## src/rtl/rv_run_ctrl_pkg.sv

```systemverilog
`default_nettype none
// ============================================================================
// Module  : rv_runctl_pkg
// Brief   : Shared types and constants for the run/halt/step controller.
// Revision: 1.0 - initial release
// ============================================================================
package rv_runctl_pkg;

  localparam int unsigned CAUSE_W = 2;

  // Controller sequencing states.
  typedef enum logic [1:0] {
    RUN        = 2'd0,
    DRAIN      = 2'd1,
    HALTED     = 2'd2,
    STEP_ISSUE = 2'd3
  } run_state_e;

  // Reason the core last stopped; visible to the debugger.
  typedef enum logic [CAUSE_W-1:0] {
    NONE = 2'd0,
    REQ  = 2'd1,
    BP   = 2'd2,
    STEP = 2'd3
  } halt_cause_e;

endpackage : rv_runctl_pkg
`default_nettype wire

```

## src/rtl/rv_run_ctrl.sv

```systemverilog
`default_nettype none
// ============================================================================
// Module  : rv_run_ctrl
// Brief   : Run/halt/step controller for the 5-stage pipeline. Freezes fetch,
//           kills decode and waits for E/M/W to drain before reporting halted;
//           supports PC breakpoints, multi-instruction stepping and resume
//           with a PC redirect to the last architectural next PC.
// Options : RV_RUNCTL_INSTRET_EN - build the 64-bit retired-instruction counter
//           (otherwise instret reads as zero and no counter flops exist).
// Revision: 1.0 - initial release
// ============================================================================
module rv_run_ctrl
  import rv_runctl_pkg::*;
#(
  parameter logic [31:0] RESET_PC     = 32'h0,
  parameter int unsigned DRAIN_CYC    = 3,
  parameter bit          START_HALTED = 1'b0,
  parameter int unsigned STEP_W       = 8
) (
  input  logic               clk,
  input  logic               reset,
  input  logic               halt_req,
  input  logic               resume_req,
  input  logic               step_req,
  input  logic [STEP_W-1:0]  step_n,
  input  logic               bp_en,
  input  logic [31:0]        bp_addr,
  input  logic               id_fire,
  input  logic [31:0]        id_pc,
  input  logic               retire_valid,
  input  logic [31:0]        retire_npc,
  output logic               freeze_f,
  output logic               kill_d,
  output logic               pc_redirect,
  output logic [31:0]        redirect_pc,
  output logic               halted,
  output logic [CAUSE_W-1:0] halt_cause,
  output logic [63:0]        instret
);

  // The drain counter counts DRAIN_CYC-1 down to 0, so it only needs to hold
  // DRAIN_CYC-1.
  localparam int unsigned DCNT_W = (DRAIN_CYC > 1) ? $clog2(DRAIN_CYC) : 1;
  localparam logic [DCNT_W-1:0] DRAIN_LOAD = DCNT_W'(DRAIN_CYC - 1);
  localparam logic [STEP_W-1:0] STEP_ONE   = STEP_W'(1);

  localparam run_state_e  RST_STATE = START_HALTED ? HALTED : RUN;
  localparam halt_cause_e RST_CAUSE = START_HALTED ? REQ : NONE;

  // A zero-length drain would report halted while E/M/W still hold work.
  if (DRAIN_CYC == 0) begin : g_drain_cyc_check
    $error("rv_run_ctrl: DRAIN_CYC must be at least 1");
  end

  run_state_e        state_q,    state_d;
  halt_cause_e       cause_q,    cause_d;
  logic [DCNT_W-1:0] dcnt_q,     dcnt_d;
  logic [STEP_W-1:0] step_q,     step_d;
  logic              bp_skip_q,  bp_skip_d;
  logic              redirect_q, redirect_d;
  logic              freeze_q,   freeze_d;
  logic              kill_q,     kill_d_d;
  logic              halted_q,   halted_d;
  logic [31:0]       resume_pc_q;
  logic              bp_hit;

  // A breakpoint fires only on a fresh decode; the instruction resumed at is
  // let through once so resuming from a breakpoint makes progress.
  assign bp_hit = id_fire && bp_en && (id_pc == bp_addr) && !bp_skip_q;

  // Next-state, counter and registered-output decode.
  always_comb begin
    state_d    = state_q;
    cause_d    = cause_q;
    dcnt_d     = dcnt_q;
    step_d     = step_q;
    bp_skip_d  = bp_skip_q;
    redirect_d = 1'b0;

    if (id_fire) begin
      bp_skip_d = 1'b0;
    end

    unique case (state_q)
      RUN: begin
        if (bp_hit) begin
          state_d = DRAIN;
          cause_d = BP;
          dcnt_d  = DRAIN_LOAD;
        end else if (halt_req) begin
          state_d = DRAIN;
          cause_d = REQ;
          dcnt_d  = DRAIN_LOAD;
        end
      end

      DRAIN: begin
        if (dcnt_q == '0) begin
          if (step_q > STEP_ONE) begin
            step_d     = step_q - STEP_ONE;
            state_d    = STEP_ISSUE;
            redirect_d = 1'b1;
            bp_skip_d  = 1'b1;
          end else begin
            state_d = HALTED;
          end
        end else begin
          dcnt_d = dcnt_q - DCNT_W'(1);
        end
      end

      HALTED: begin
        if (step_req) begin
          step_d     = (step_n == '0) ? STEP_ONE : step_n;
          state_d    = STEP_ISSUE;
          cause_d    = STEP;
          redirect_d = 1'b1;
          bp_skip_d  = 1'b1;
        end else if (resume_req) begin
          state_d    = RUN;
          cause_d    = NONE;
          redirect_d = 1'b1;
          bp_skip_d  = 1'b1;
        end
      end

      STEP_ISSUE: begin
        // A halt during stepping cuts the remaining count so the in-flight
        // instruction drains and the controller stops there.
        if (halt_req) begin
          step_d  = STEP_ONE;
          cause_d = REQ;
        end
        if (id_fire) begin
          state_d = DRAIN;
          dcnt_d  = DRAIN_LOAD;
        end
      end

      default: begin
        state_d = RST_STATE;
      end
    endcase

    freeze_d = (state_d == DRAIN) || (state_d == HALTED);
    kill_d_d = freeze_d;
    halted_d = (state_d == HALTED);
  end

  // Controller state and registered outputs.
  always_ff @(posedge clk or posedge reset) begin
    if (reset) begin
      state_q    <= RST_STATE;
      cause_q    <= RST_CAUSE;
      dcnt_q     <= '0;
      step_q     <= '0;
      bp_skip_q  <= 1'b0;
      redirect_q <= 1'b0;
      freeze_q   <= 1'b0;
      kill_q     <= 1'b0;
      halted_q   <= START_HALTED;
    end else begin
      state_q    <= state_d;
      cause_q    <= cause_d;
      dcnt_q     <= dcnt_d;
      step_q     <= step_d;
      bp_skip_q  <= bp_skip_d;
      redirect_q <= redirect_d;
      freeze_q   <= freeze_d;
      kill_q     <= kill_d_d;
      halted_q   <= halted_d;
    end
  end

  // Resume PC tracks the architectural next PC of every retirement.
  always_ff @(posedge clk or posedge reset) begin
    if (reset) begin
      resume_pc_q <= RESET_PC;
    end else if (retire_valid) begin
      resume_pc_q <= retire_npc;
    end
  end

`ifdef RV_RUNCTL_INSTRET_EN
  logic [63:0] instret_q;

  // Free-running retired-instruction counter; wraps naturally.
  always_ff @(posedge clk or posedge reset) begin
    if (reset) begin
      instret_q <= '0;
    end else if (retire_valid) begin
      instret_q <= instret_q + 64'd1;
    end
  end

  assign instret = instret_q;
`else
  assign instret = 64'd0;
`endif

  assign freeze_f    = freeze_q;
  assign kill_d      = kill_q;
  assign pc_redirect = redirect_q;
  assign redirect_pc = resume_pc_q;
  assign halted      = halted_q;
  assign halt_cause  = cause_q;

endmodule : rv_run_ctrl
`default_nettype wire

```

## config.mk

```make
export PLATFORM = sky130hd
export DESIGN_NAME = rv_run_ctrl
export DESIGN_NICKNAME = d
export VERILOG_FILES = /design/src/rtl/rv_run_ctrl_pkg.sv /design/src/rtl/rv_run_ctrl.sv
export SDC_FILE = /design/constraint.sdc
export NUM_CORES = 1
export LEC_CHECK = 0
export BUFFER_PORTS_ARGS = -buffer_cell sky130_fd_sc_hd__buf_2
export CAP_MARGIN = 20
export CORE_MARGIN = 5
export CORE_UTILIZATION = 46
export DETAILED_ROUTE_END_ITERATION = 8
export PLACE_DENSITY = 0.84
export SLEW_MARGIN = 10
export SYNTH_ARGS = -nofsm -noshare
export SYNTH_HDL_FRONTEND = slang
export SYNTH_SLANG_ARGS = --single-unit
```

## constraint.sdc

```tcl
create_clock -name clk -period 4.1 [get_ports clk]
set_clock_uncertainty 0.2 [all_clocks]
set_input_delay 0.82 -clock clk [delete_from_list [all_inputs] [get_ports clk]]
set_output_delay 0.82 -clock clk [all_outputs]
set_load 0.05 [all_outputs]
```

==> results_dict.tcl <==
set metrics [dict create \
    syn_area_sq_um 3230 \
    rr_endpoint "step_q[0]" \
    fp.dieW_microns 93.7 \
    reg2reg_slack_ns 1.37 \
    status "completed" \
    yosys.area_share.xor_xnor_pct 8.69 \
    worstPathMaxFanout 20 \
    slowest_stage "ha_1" \
    critPathLaunchType "flop" \
    dp_hpwl_mm 6.25 \
    drv_slew 0 \
    cts_tree "built" \
    min_period_ns 2.73 \
    period_share_pct 66.5 \
    ys_types 44 \
    cts_setup_buffers 0 \
    leakage_nw 2.01 \
    drt-wirelength-per-cell_microns 13.4 \
    route.vias.total 2532 \
    gp_congestion 0.851 \
    die_area_sq_um 8790 \
    grt_pass1_wl_mm 11.6 \
    synthTopCellsByArea "dfrtp_1 (39%), buf_4 (15%), mux2_2 (11%)" \
    worstPathCellList "inv_1 > ha_1 > inv_1 > nand2_1 > nand2_1 > a21o_2 > a211oi_1 > a21oi_1" \
    synth_ff_type "dfrtp_1" \
    routed_wl_mm 7.45 \
    cp_num_buf_inv 2 \
    post_cts_resized 0 \
    top_layer "met4" \
    yosys_warnings 0 \
    cts_num_sinks 50 \
    cts.path.max_buffers 2 \
    met1Wirelength_mm 2.84 \
    initial_utilization_pct 47.5 \
    switchingPower_uw 907 \
    synth_top_area_share_pct 38.8 \
    cts_htree_levels 2 \
    synthCells 314 \
    crit_family "compound AO/OA/AOI/OAI gates" \
    yosysTopAreaCell "dfrtp_1" \
    async_flop_share_pct 100 \
    dr_wl_met3_microns 814 \
    finalSetupTns_ns 0 \
    drv_cap 0 \
    port_buffers 149 \
    drtIter0Drc 84 \
    drive_gt1_share_pct 42.9 \
    worstReg2RegStart "state_q[0]" \
    hold_viol_final 0 \
    endpoint_kind "flop" \
    synth_top_family_by_area "buffers and inverters" \
    grtUsageTotal_pct 16.3 \
    slew_headroom_pct 55.9 \
    worstMarginPinSlew_ns 0.661 \
    final_nets 582 \
    grt_pass1_vias 2550 \
    fmax_mhz 367 \
    clkTransAtPathRegs_ns 0.09 \
    reg2reg_depth 8 \
    grt_max_degree 51 \
    crit_type "reg -> reg" \
    critPathMaxStageDelay_ns 0.59 \
    insertion_delay_ns 0.29 \
    ios 214 \
    ir_worst_vdd_mv 0.209 \
    synth_compound_area_share_pct 11.6 \
    cts-root-buf "clkbuf_8" \
    die_y_microns 93.7 \
    antenna_found_initial 0 \
    hold_path_class "in -> async" \
    detailedRoute.firstPassIterationCount 4 \
    wl_met2_mm 3.70 \
    numCtsBuffers 5 \
    synth_area_per_cell_sq_um 10.3 \
    yosys.area_share.simple_pct 8.30 \
    areaGrowthSynthToFinish_pct 21.9 \
    seq_area_frac_synth_pct 38.8 \
    synth-edff-count 0 \
    drc 0 \
    clkPwrFrac_pct 17.3 \
    vias_per_cell 4.54 \
    synthAdderAreaFrac_pct 3.49 \
    internal-power_mw 1.08 \
    power_frac_seq_pct 33.2 \
    combPwrFrac_pct 49.5 \
    setup_viol 0 \
    fill_cells 560 \
    core_sq_um 6790 \
    critical_path_required_ns 4.08 \
    fp-row-count 30 \
    ys_seq_elements 50 \
    muxShareOfSynthArea_pct 11.2 \
    worst-path-stages 8 \
    rsz0062_at_grt "no" \
    ant_nets 0 \
    cts_hold_buf 0 \
    num_antenna_cells 0 \
    crit_arrival_ns 2.71 \
    switching_share_pct 45.6 \
    setup_ws_ns 1.37 \
    p_per_area_nw_per_um2 506 \
    pre_cts_slack_ns 1.17 \
    grt_overflow_total 0 \
]
-- synth_stat cells, types with 2 or more instances --
| master | number |
|---|---|
| a21o_2 | 2 |
| nand3_1 | 2 |
| o21ai_0 | 17 |
| buf_4 | 65 |
| nand3b_1 | 2 |
| nor3_1 | 2 |
| nor2_1 | 15 |
| nor4_1 | 12 |
| nand2_1 | 4 |
| dfrtp_1 | 50 |
| clkbuf_1 | 2 |
| mux2_2 | 32 |
| xor2_1 | 32 |
| ha_1 | 9 |
| a21oi_1 | 15 |
| or3_1 | 3 |
| o22ai_1 | 2 |
| inv_1 | 13 |
| a211oi_1 | 2 |
| nand4_1 | 3 |
| a32oi_1 | 2 |
| buf_1 | 4 |
| or3_4 | 2 |
| a31oi_1 | 2 |
-- placed cells by master, fill, tap and decap left out, types with 3 or more instances in the layout --
cell type and count:
a21oi_1 15, or3_1 3, clkbuf_8 5, xor2_1 32, inv_1 12, nor2_1 15, o21ai_0 17, mux2_2 32
ha_1 9, conb_1 64, nand4_1 3, nor4_1 12, nand2_1 4, dfrtp_1 50, buf_2 149
-- layer usage --
| layer | GRT usage (%) | vias to the layer above |
|---|---|---|
| met3 | 4.17 | 7 |
| met2 | 28.9 | 151 |
| li1 | - | 1262 |
| met1 | 19.4 | 1112 |
| met4 | 4.69 | 0 |
| met5 | 0 | - |
-- sequential cells by signal, indices dropped and copies added (netlist names) --
| register | cells |
|---|---|
| bp_skip_q | 1 |
| dcnt_q | 2 |
| halt_cause | 2 |
| halted | 1 |
| kill_d | 1 |
| pc_redirect | 1 |
| redirect_pc | 32 |
| state_q | 2 |
| step_q | 8 |
-- cell families after synthesis --
kind of cell | after synthesis
buffers and inverters | 86
AO/OA/AOI/OAI | 55
flip-flops | 50
AND/OR/NAND/NOR | 49
XOR/XNOR | 32
multiplexers | 32
adder cells (fa/ha/maj) | 9
other | 1
-- layout make-up --
type | count | area (sq um) | share of cell area [%]
Multi-Input combinational cell | 241 | 1640 | 41.6
Sequential cell | 50 | 1250 | 31.8
Timing Repair Buffer | 150 | 766 | 19.5
Tap cell | 96 | 120 | 3.06
Clock buffer | 6 | 72.6 | 1.85
Inverter | 13 | 48.8 | 1.24
Clock inverter | 2 | 37.5 | 0.955
-- worst max path at each step --
stage | startpoint | endpoint | slack (ns)
after floorplan | bp_addr[15] | kill_d | 1.47
after global placement | bp_addr[15] | kill_d | 1.19
after detailed placement | bp_addr[15] | kill_d | 1.17
after CTS | state_q[0] | step_q[0] | 1.40
after global routing | state_q[0] | step_q[0] | 1.14
final | state_q[0] | step_q[0] | 1.37
-- power by group through the flow --
stage               combinational (mW)  sequential, mW  clock (mW)
floorplan                        0.645           0.846           0
finish                           0.984           0.660       0.343
detailed placement               0.979           0.671           0
CTS                              0.981           0.662       0.357
global route                      1.08           0.676       0.377
global placement                 0.961           0.666           0
-- through the flow --
step / utilization, % / area [sq um] / hold slack (ns) / std cells / power (mW)
after floorplan: - / 3460 / 0.271 / 377 / 1.49
after global placement: 55.9 / 3800 / 0.285 / 549 / 1.63
after detailed placement: 55.9 / 3800 / 0.281 / 549 / 1.65
after CTS: 57.6 / 3910 / 0.312 / 557 / 2.00
after global routing: 57.9 / 3930 / 0.283 / 558 / 2.13
final: 57.9 / 3930 / 0.260 / 558 / 1.99
Power figures use the tool's default switching activity.
